[config.mk]
export PLATFORM = sky130hd
export DESIGN_NAME = vga_timing_gen_flat
export DESIGN_NICKNAME = d
export VERILOG_FILES = /design/src/rtl/vga_timing_if.sv /design/src/rtl/vga_timing_gen.sv /design/src/flat_wrapper.sv
export SDC_FILE = /design/constraint.sdc
export NUM_CORES = 1
export LEC_CHECK = 0
export CAP_MARGIN = 15
export CORE_MARGIN = 4
export CORE_UTILIZATION = 25
export CTS_BUF_LIST = sky130_fd_sc_hd__clkbuf_8 sky130_fd_sc_hd__clkbuf_16
export CTS_CLUSTER_SIZE = 24
export DETAILED_ROUTE_END_ITERATION = 12
export PLACE_DENSITY = 0.48
export SYNTH_ARGS = -nofsm -noshare
export SYNTH_HDL_FRONTEND = slang
export SYNTH_SLANG_ARGS = --single-unit
export TNS_END_PERCENT = 10
[constraint.sdc]
create_clock -name pixelClock -period 6.2 [get_ports pixelClock]
set_input_delay 1.55 -clock pixelClock [delete_from_list [all_inputs] [get_ports pixelClock]]
set_output_delay 1.55 -clock pixelClock [all_outputs]
set_load 0.05 [all_outputs]
[src/rtl/vga_timing_if.sv]
// Scan-position and sync bundle from the raster timing generator to the draw
// stages and game-update logic.
interface vga_timing_if;
  logic [10:0] xPosition;
  logic [9:0]  yPosition;
  logic        hSync;
  logic        vSync;
  logic        displayEnable;
  logic        lineStart;
  logic        frameStart;
  logic [7:0]  frameCount;

  modport master (
    output xPosition, yPosition, hSync, vSync, displayEnable, lineStart, frameStart, frameCount
  );

  modport slave (
    input xPosition, yPosition, hSync, vSync, displayEnable, lineStart, frameStart, frameCount
  );
endinterface

[src/rtl/vga_timing_gen.sv]
// Raster timing generator: free-running h/v counters with region FSMs (stage 1)
// feeding a registered decode (stage 2) so every output describes the same pixel.
module vga_timing_gen #(
  parameter int unsigned H_VISIBLE  = 800,
  parameter int unsigned H_FRONT    = 40,
  parameter int unsigned H_SYNC     = 128,
  parameter int unsigned H_BACK     = 88,
  parameter int unsigned V_VISIBLE  = 600,
  parameter int unsigned V_FRONT    = 1,
  parameter int unsigned V_SYNC     = 4,
  parameter int unsigned V_BACK     = 23,
  parameter bit          H_SYNC_POL = 1'b1,
  parameter bit          V_SYNC_POL = 1'b1
) (
  input  logic         pixelClock,
  input  logic         Reset,
  vga_timing_if.master vga
);

  localparam int unsigned H_TOTAL = H_VISIBLE + H_FRONT + H_SYNC + H_BACK;
  localparam int unsigned V_TOTAL = V_VISIBLE + V_FRONT + V_SYNC + V_BACK;

  // Last count of each region; the FSM leaves the region on that count.
  localparam logic [10:0] H_ACT_END  = 11'(H_VISIBLE - 1);
  localparam logic [10:0] H_FP_END   = 11'(H_VISIBLE + H_FRONT - 1);
  localparam logic [10:0] H_SYNC_END = 11'(H_VISIBLE + H_FRONT + H_SYNC - 1);
  localparam logic [10:0] H_LAST     = 11'(H_TOTAL - 1);
  localparam logic [9:0]  V_ACT_END  = 10'(V_VISIBLE - 1);
  localparam logic [9:0]  V_FP_END   = 10'(V_VISIBLE + V_FRONT - 1);
  localparam logic [9:0]  V_SYNC_END = 10'(V_VISIBLE + V_FRONT + V_SYNC - 1);
  localparam logic [9:0]  V_LAST     = 10'(V_TOTAL - 1);

  typedef enum logic [1:0] {StActive, StFront, StSync, StBack} region_e;

  logic [10:0] r_h_cnt;
  logic [9:0]  r_v_cnt;
  region_e     r_h_state;
  region_e     r_v_state;

  logic [10:0] r_x;
  logic [9:0]  r_y;
  logic        r_hsync;
  logic        r_vsync;
  logic        r_de;
  logic        r_line_start;
  logic        r_frame_start;
  logic [7:0]  r_frame_count;

  logic w_h_wrap;
  logic w_v_wrap;
  logic w_frame_start;

  assign w_h_wrap      = (r_h_cnt == H_LAST);
  assign w_v_wrap      = (r_v_cnt == V_LAST);
  assign w_frame_start = (r_h_cnt == 11'd0) && (r_v_cnt == 10'd0);

  always_ff @(posedge pixelClock or negedge Reset) begin
    if (!Reset) begin
      r_h_cnt       <= '0;
      r_v_cnt       <= '0;
      r_h_state     <= StActive;
      r_v_state     <= StActive;
      r_x           <= '0;
      r_y           <= '0;
      r_hsync       <= ~H_SYNC_POL;
      r_vsync       <= ~V_SYNC_POL;
      r_de          <= 1'b0;
      r_line_start  <= 1'b0;
      r_frame_start <= 1'b0;
      r_frame_count <= '0;
    end else begin
      r_h_cnt <= w_h_wrap ? 11'd0 : r_h_cnt + 11'd1;
      if (w_h_wrap) begin
        r_v_cnt <= w_v_wrap ? 10'd0 : r_v_cnt + 10'd1;
      end

      unique case (r_h_state)
        StActive: if (r_h_cnt == H_ACT_END)  r_h_state <= StFront;
        StFront:  if (r_h_cnt == H_FP_END)   r_h_state <= StSync;
        StSync:   if (r_h_cnt == H_SYNC_END) r_h_state <= StBack;
        StBack:   if (w_h_wrap)              r_h_state <= StActive;
        default:                             r_h_state <= StActive;
      endcase

      if (w_h_wrap) begin
        unique case (r_v_state)
          StActive: if (r_v_cnt == V_ACT_END)  r_v_state <= StFront;
          StFront:  if (r_v_cnt == V_FP_END)   r_v_state <= StSync;
          StSync:   if (r_v_cnt == V_SYNC_END) r_v_state <= StBack;
          StBack:   if (w_v_wrap)              r_v_state <= StActive;
          default:                             r_v_state <= StActive;
        endcase
      end

      // Decode of the current counter value, so outputs lag the counters by one.
      r_x           <= r_h_cnt;
      r_y           <= r_v_cnt;
      r_hsync       <= (r_h_state == StSync) ? H_SYNC_POL : ~H_SYNC_POL;
      r_vsync       <= (r_v_state == StSync) ? V_SYNC_POL : ~V_SYNC_POL;
      r_de          <= (r_h_state == StActive) && (r_v_state == StActive);
      r_line_start  <= (r_h_cnt == 11'd0);
      r_frame_start <= w_frame_start;
      if (w_frame_start) begin
        r_frame_count <= r_frame_count + 8'd1;
      end
    end
  end

  assign vga.xPosition     = r_x;
  assign vga.yPosition     = r_y;
  assign vga.hSync         = r_hsync;
  assign vga.vSync         = r_vsync;
  assign vga.displayEnable = r_de;
  assign vga.lineStart     = r_line_start;
  assign vga.frameStart    = r_frame_start;
  assign vga.frameCount    = r_frame_count;

endmodule

[src/flat_wrapper.sv]
// flat-port wrapper written by rule: the top's interface ports become plain ports
module vga_timing_gen_flat 
#(
  parameter int unsigned H_VISIBLE  = 800,
  parameter int unsigned H_FRONT    = 40,
  parameter int unsigned H_SYNC     = 128,
  parameter int unsigned H_BACK     = 88,
  parameter int unsigned V_VISIBLE  = 600,
  parameter int unsigned V_FRONT    = 1,
  parameter int unsigned V_SYNC     = 4,
  parameter int unsigned V_BACK     = 23,
  parameter bit          H_SYNC_POL = 1'b1,
  parameter bit          V_SYNC_POL = 1'b1
)
  (pixelClock, Reset, vga_xPosition, vga_yPosition, vga_hSync, vga_vSync, vga_displayEnable, vga_lineStart, vga_frameStart, vga_frameCount);
  vga_timing_if vga_i ();
  input  logic pixelClock;
  input  logic Reset;
  output wire logic [$bits(vga_i.xPosition)-1:0] vga_xPosition;
  output wire logic [$bits(vga_i.yPosition)-1:0] vga_yPosition;
  output wire logic [$bits(vga_i.hSync)-1:0] vga_hSync;
  output wire logic [$bits(vga_i.vSync)-1:0] vga_vSync;
  output wire logic [$bits(vga_i.displayEnable)-1:0] vga_displayEnable;
  output wire logic [$bits(vga_i.lineStart)-1:0] vga_lineStart;
  output wire logic [$bits(vga_i.frameStart)-1:0] vga_frameStart;
  output wire logic [$bits(vga_i.frameCount)-1:0] vga_frameCount;
  assign vga_xPosition = vga_i.xPosition;
  assign vga_yPosition = vga_i.yPosition;
  assign vga_hSync = vga_i.hSync;
  assign vga_vSync = vga_i.vSync;
  assign vga_displayEnable = vga_i.displayEnable;
  assign vga_lineStart = vga_i.lineStart;
  assign vga_frameStart = vga_i.frameStart;
  assign vga_frameCount = vga_i.frameCount;
  vga_timing_gen #(.H_VISIBLE(H_VISIBLE), .H_FRONT(H_FRONT), .H_SYNC(H_SYNC), .H_BACK(H_BACK), .V_VISIBLE(V_VISIBLE), .V_FRONT(V_FRONT), .V_SYNC(V_SYNC), .V_BACK(V_BACK), .H_SYNC_POL(H_SYNC_POL), .V_SYNC_POL(V_SYNC_POL)) u_core (.pixelClock(pixelClock), .Reset(Reset), .vga(vga_i));
endmodule
==> results.md <==
- Comb power frac: 1.1%
- TritonCTS clock tree: built
- Synth Area in Adders: 6.429%
- Final std cells w/o fill: 389
- Seq cells post-synth: 59
- P_int: 0.5493 mW
- Critical Path Source: u_core.vga.frameCount[3]$_DFFE_PN0P_
- Lkg Pwr: 1.418 nW
- Diode count: 0
- Mapped Nets: 224
- WL/cell: around 13 µm
- FP Rows: 36
- CTS buffer count: 9
- Seq/Total Area, Yosys: 58.36%
- Cell family with most CP delay: buffers and inverters
- Hold_sp: u_core.r_v_cnt[1]$_DFFE_PN0N_
- DIE WIDTH: 108.6 µm
- Vias/cell: 4.249
- First-pass GRT wire length: 8.431 mm
- Die Area: between 10000 and 15000 µm²
- Status: finished, final reports clean
- Syn Area/Cell: around 12 µm²
- CTS Buffer Depth: 2
- Compound-Gate Fraction of Synth Area: ~6%
- Fill count: 1023
- Cells on Worst Hold Path: 0
- WL final: between 4 and 5 mm
- Worst setup EP type: output pin
- DRC viols: 0
- Share of layout cells above drive strength 1: 10.94%
- I/O pin cnt: 36
- Core Area: 9819 µm²
- Slowest cell on crit path: clkdlybuf4s50_1
- Cts-stage hold buffer count: 0
- Clk root buf: clkbuf_8
- Worst reg-to-reg path cell count: 6
- Initial DRT Pass Iterations: 4
- Post-CTS setup repair buffer count: 0
- Commonest non-fill, non-tap cells in the layout: dfrtp_1, clkdlybuf4s50_1, nand2_1, nor2_1, ha_1
- Sinks on Clock Net: between 50 and 60
- Hold crit path type: reg2reg
- H-tree depth: 3
- Synth Area in XOR/XNOR: 6.231%
- Crit path cell chain: clkdlybuf4s50_1
- Via count: 1653
- Initial antenna violation count: 0
- Power Total: slightly above 0.7 mW
- CP Data Arrival Time: 1.56 ns
- Port buffer count: 35
- R2R Setup Slk: 3.83 ns
- Slowest cell delay on critical path: ~0.83 ns
- Vias in the first global route: between 1500 and 2000
- Power Density: 220.0 nW/µm²
- Yosys warning total: 0
- Fin. max-slew vios: 0
- Setup CP Type: reg2out
- Buffers & Inverters on Critical Path: 1
- R2r endpoint: u_core.r_h_state[1]$_DFFE_PN0P_
- Finished layout cell area: 3201 µm²
- Netlist cell types: 42
- Hold endpoint: u_core.vga.yPosition[1]$_DFF_PN0_
- Chip height: 108.6 µm
- Post-CTS resize count: 0
- Crit path max fanout: 5
- RSZ-0062 raised after global routing: no
- Syn Std Cell Area: 2530 µm²
- Initial Utilization: 25.76%
- Clock Latency Late Sink: about 0.33 ns
- Net count reported at finish: 266
- Worst Path Required: 4.65 ns
- Mux contribution to synthesized area: under 10%
- Peak supply drop: between 0.06 and 0.07 mV
- FMAX: approximately 320 MHz
- Detailed placement HPWL: 3.379 mm
- Final hold violation count: 0
- Tcrit/Tclk final: 50.21%
- Reg clk slew, reported paths: around 0.07 ns
- Final TNS setup: 0 ns
- Remaining antenna violation count: 0
- Worst-Margin Slew: approximately 0.72 ns
- Max-cap violation count: 0
- CP startpoint kind: register
- Skew final: 0.004877 ns
- Global Route Usage Sum: 9.227%
- Largest net degree at the start of global routing: 60
- Sw power: roughly 0.15 mW
- # setup viols final: 0
- Clock power share: 44.2%
- Seq pwr share: a little over half
- Rel. slew slack: 51.70%
- Sw Share: 22.00%
- Area growth, synth to finish: 26.51%
- Post-synthesis cell count: 209
- Synth Area in Simple Gates: 17.90%
- Dpl cell area: 3020 µm²
- Fin crit period: 3.113 ns
- Initial DRC count: 90
- Reg-to-Reg Start: u_core.r_h_cnt[0]$_DFF_PN0_
- Placed cells: roughly 370
- Routability-driven placement congestion ratio: 0.7100
- Overflow after GRT: 0
- Combinational family with the most area after synthesis: simple AND/OR/NAND/NOR gates
- Most common cell after layout, fill and taps aside: dfrtp_1
## per-stage QoR
step,hold WS (ns),setup slack [ns],util (%)
after floorplan,0.3529,3.999,-
after global placement,0.4220,3.438,30.76
after detailed placement,0.4179,3.427,30.76
after CTS,0.4338,3.057,32.59
after global routing,0.4517,3.021,32.59
final,0.4246,3.087,32.59
## worst max path at each step
| stage | slack [ns] | end | depth (start not counted) |
|---|---|---|---|
| after floorplan | 4.00 | vga_frameCount[2] | 0 |
| after global placement | 3.44 | vga_frameCount[2] | 1 |
| after detailed placement | 3.43 | vga_frameCount[3] | 1 |
| after CTS | 3.06 | vga_frameCount[3] | 1 |
| after global routing | 3.02 | vga_frameCount[3] | 1 |
| final | 3.09 | vga_frameCount[3] | 1 |
## synth_stat cells
cell / instances / area share [%]
nand3_1: 10 / 2.0
o21ai_0: 8 / 1.6
mux2i_1: 1 / 0.40
ha_1: 13 / 6.4
o31a_1: 1 / 0.35
nor2b_1: 3 / 0.74
inv_1: 8 / 1.2
o32a_1: 1 / 0.40
nand4_1: 8 / 2.0
nand2b_1: 1 / 0.25
a21oi_1: 1 / 0.20
o31ai_1: 2 / 0.59
and3b_1: 1 / 0.35
nand2_1: 16 / 2.4
and4_2: 1 / 0.40
nand3b_1: 1 / 0.30
nor4_2: 1 / 0.49
and4b_1: 2 / 0.79
o32a_2: 1 / 0.45
and2_1: 3 / 0.74
xor2_1: 7 / 2.4
xnor2_1: 11 / 3.8
a2111oi_4: 1 / 1.1
and4_1: 2 / 0.69
a31oi_1: 1 / 0.25
nand4b_1: 1 / 0.35
clkbuf_2: 2 / 0.40
a211o_1: 1 / 0.35
and3_1: 9 / 2.2
buf_6: 1 / 0.45
mux2_4: 1 / 0.59
mux2_2: 4 / 1.8
nor4_1: 2 / 0.49
or4_4: 1 / 0.45
nor4b_1: 1 / 0.35
dfrtp_1: 59 / 58
o2111ai_1: 1 / 0.35
o22a_2: 1 / 0.40
nor3_1: 1 / 0.20
clkbuf_1: 2 / 0.30
nor4bb_1: 1 / 0.40
nor2_1: 16 / 2.4
## sequential cells by signal, indices dropped and copies added (netlist names)
| signal | flops |
|---|---|
| u_core.vga.lineStart | 1 |
| u_core.r_h_cnt | 11 |
| u_core.vga.displayEnable | 1 |
| u_core.vga.frameCount | 8 |
| u_core.vga.xPosition | 11 |
| u_core.r_v_cnt | 10 |
| u_core.vga.yPosition | 10 |
| u_core.r_v_state | 2 |
| u_core.vga.frameStart | 1 |
| u_core.r_h_state | 2 |
| u_core.vga.hSync | 1 |
| u_core.vga.vSync | 1 |
## cell type report
cell class                 count  area [µm²]  share of cell area (%)
clock buffer                  11       151.4                   4.730
clock inverter                 5       28.78                  0.8991
inverter                       8       30.03                  0.9382
multi-input combinational    137       994.7                   31.08
sequential                    59        1476                   46.13
tap                          133       166.4                   5.199
timing repair buffer          36       352.8                   11.02
## logic make-up (layout without fill, tap and decap cells)
logic type / after synthesis / in the layout
AOI/OAI and AO/OA: 19 / 19
xor gates and xnor gates: 18 / 18
adders and majority gates: 13 / 13
buffers and inverters: 13 / 60
DFF: 59 / 59
muxes: 6 / 6
and+or+nand+nor: 81 / 81
## per-layer routing
metal / vias up / part of all wire, % / global-route usage, %
met4: 0 / 1.2 / 4.418
met5: - / 0 / 0
met3: 6 / 5.0 / 3.224
met1: 804 / 51 / 12.36
met2: 30 / 43 / 13.24
li1: 813 / - / -
## power groups by stage
stage	logic, mW	registers [mW]	clock network [mW]
2_1_floorplan	0.000000425	0.392	0
3_3_place_gp	0.00865	0.392	0
3_5_place_dp	0.00860	0.392	0
4_1_cts	0.00861	0.385	0.324
5_1_grt	0.00985	0.384	0.344
6_report	0.00770	0.385	0.312
## worst reg2reg max path, delay by kind of cell, from the launching register on
kind                       cells  cell delay (ns)
DFF                            1             0.44
adders and majority gates      1             0.28
muxes                          1             0.34
and+or+nand+nor                4             1.20
No activity file was read; power rests on OpenSTA's default activity.
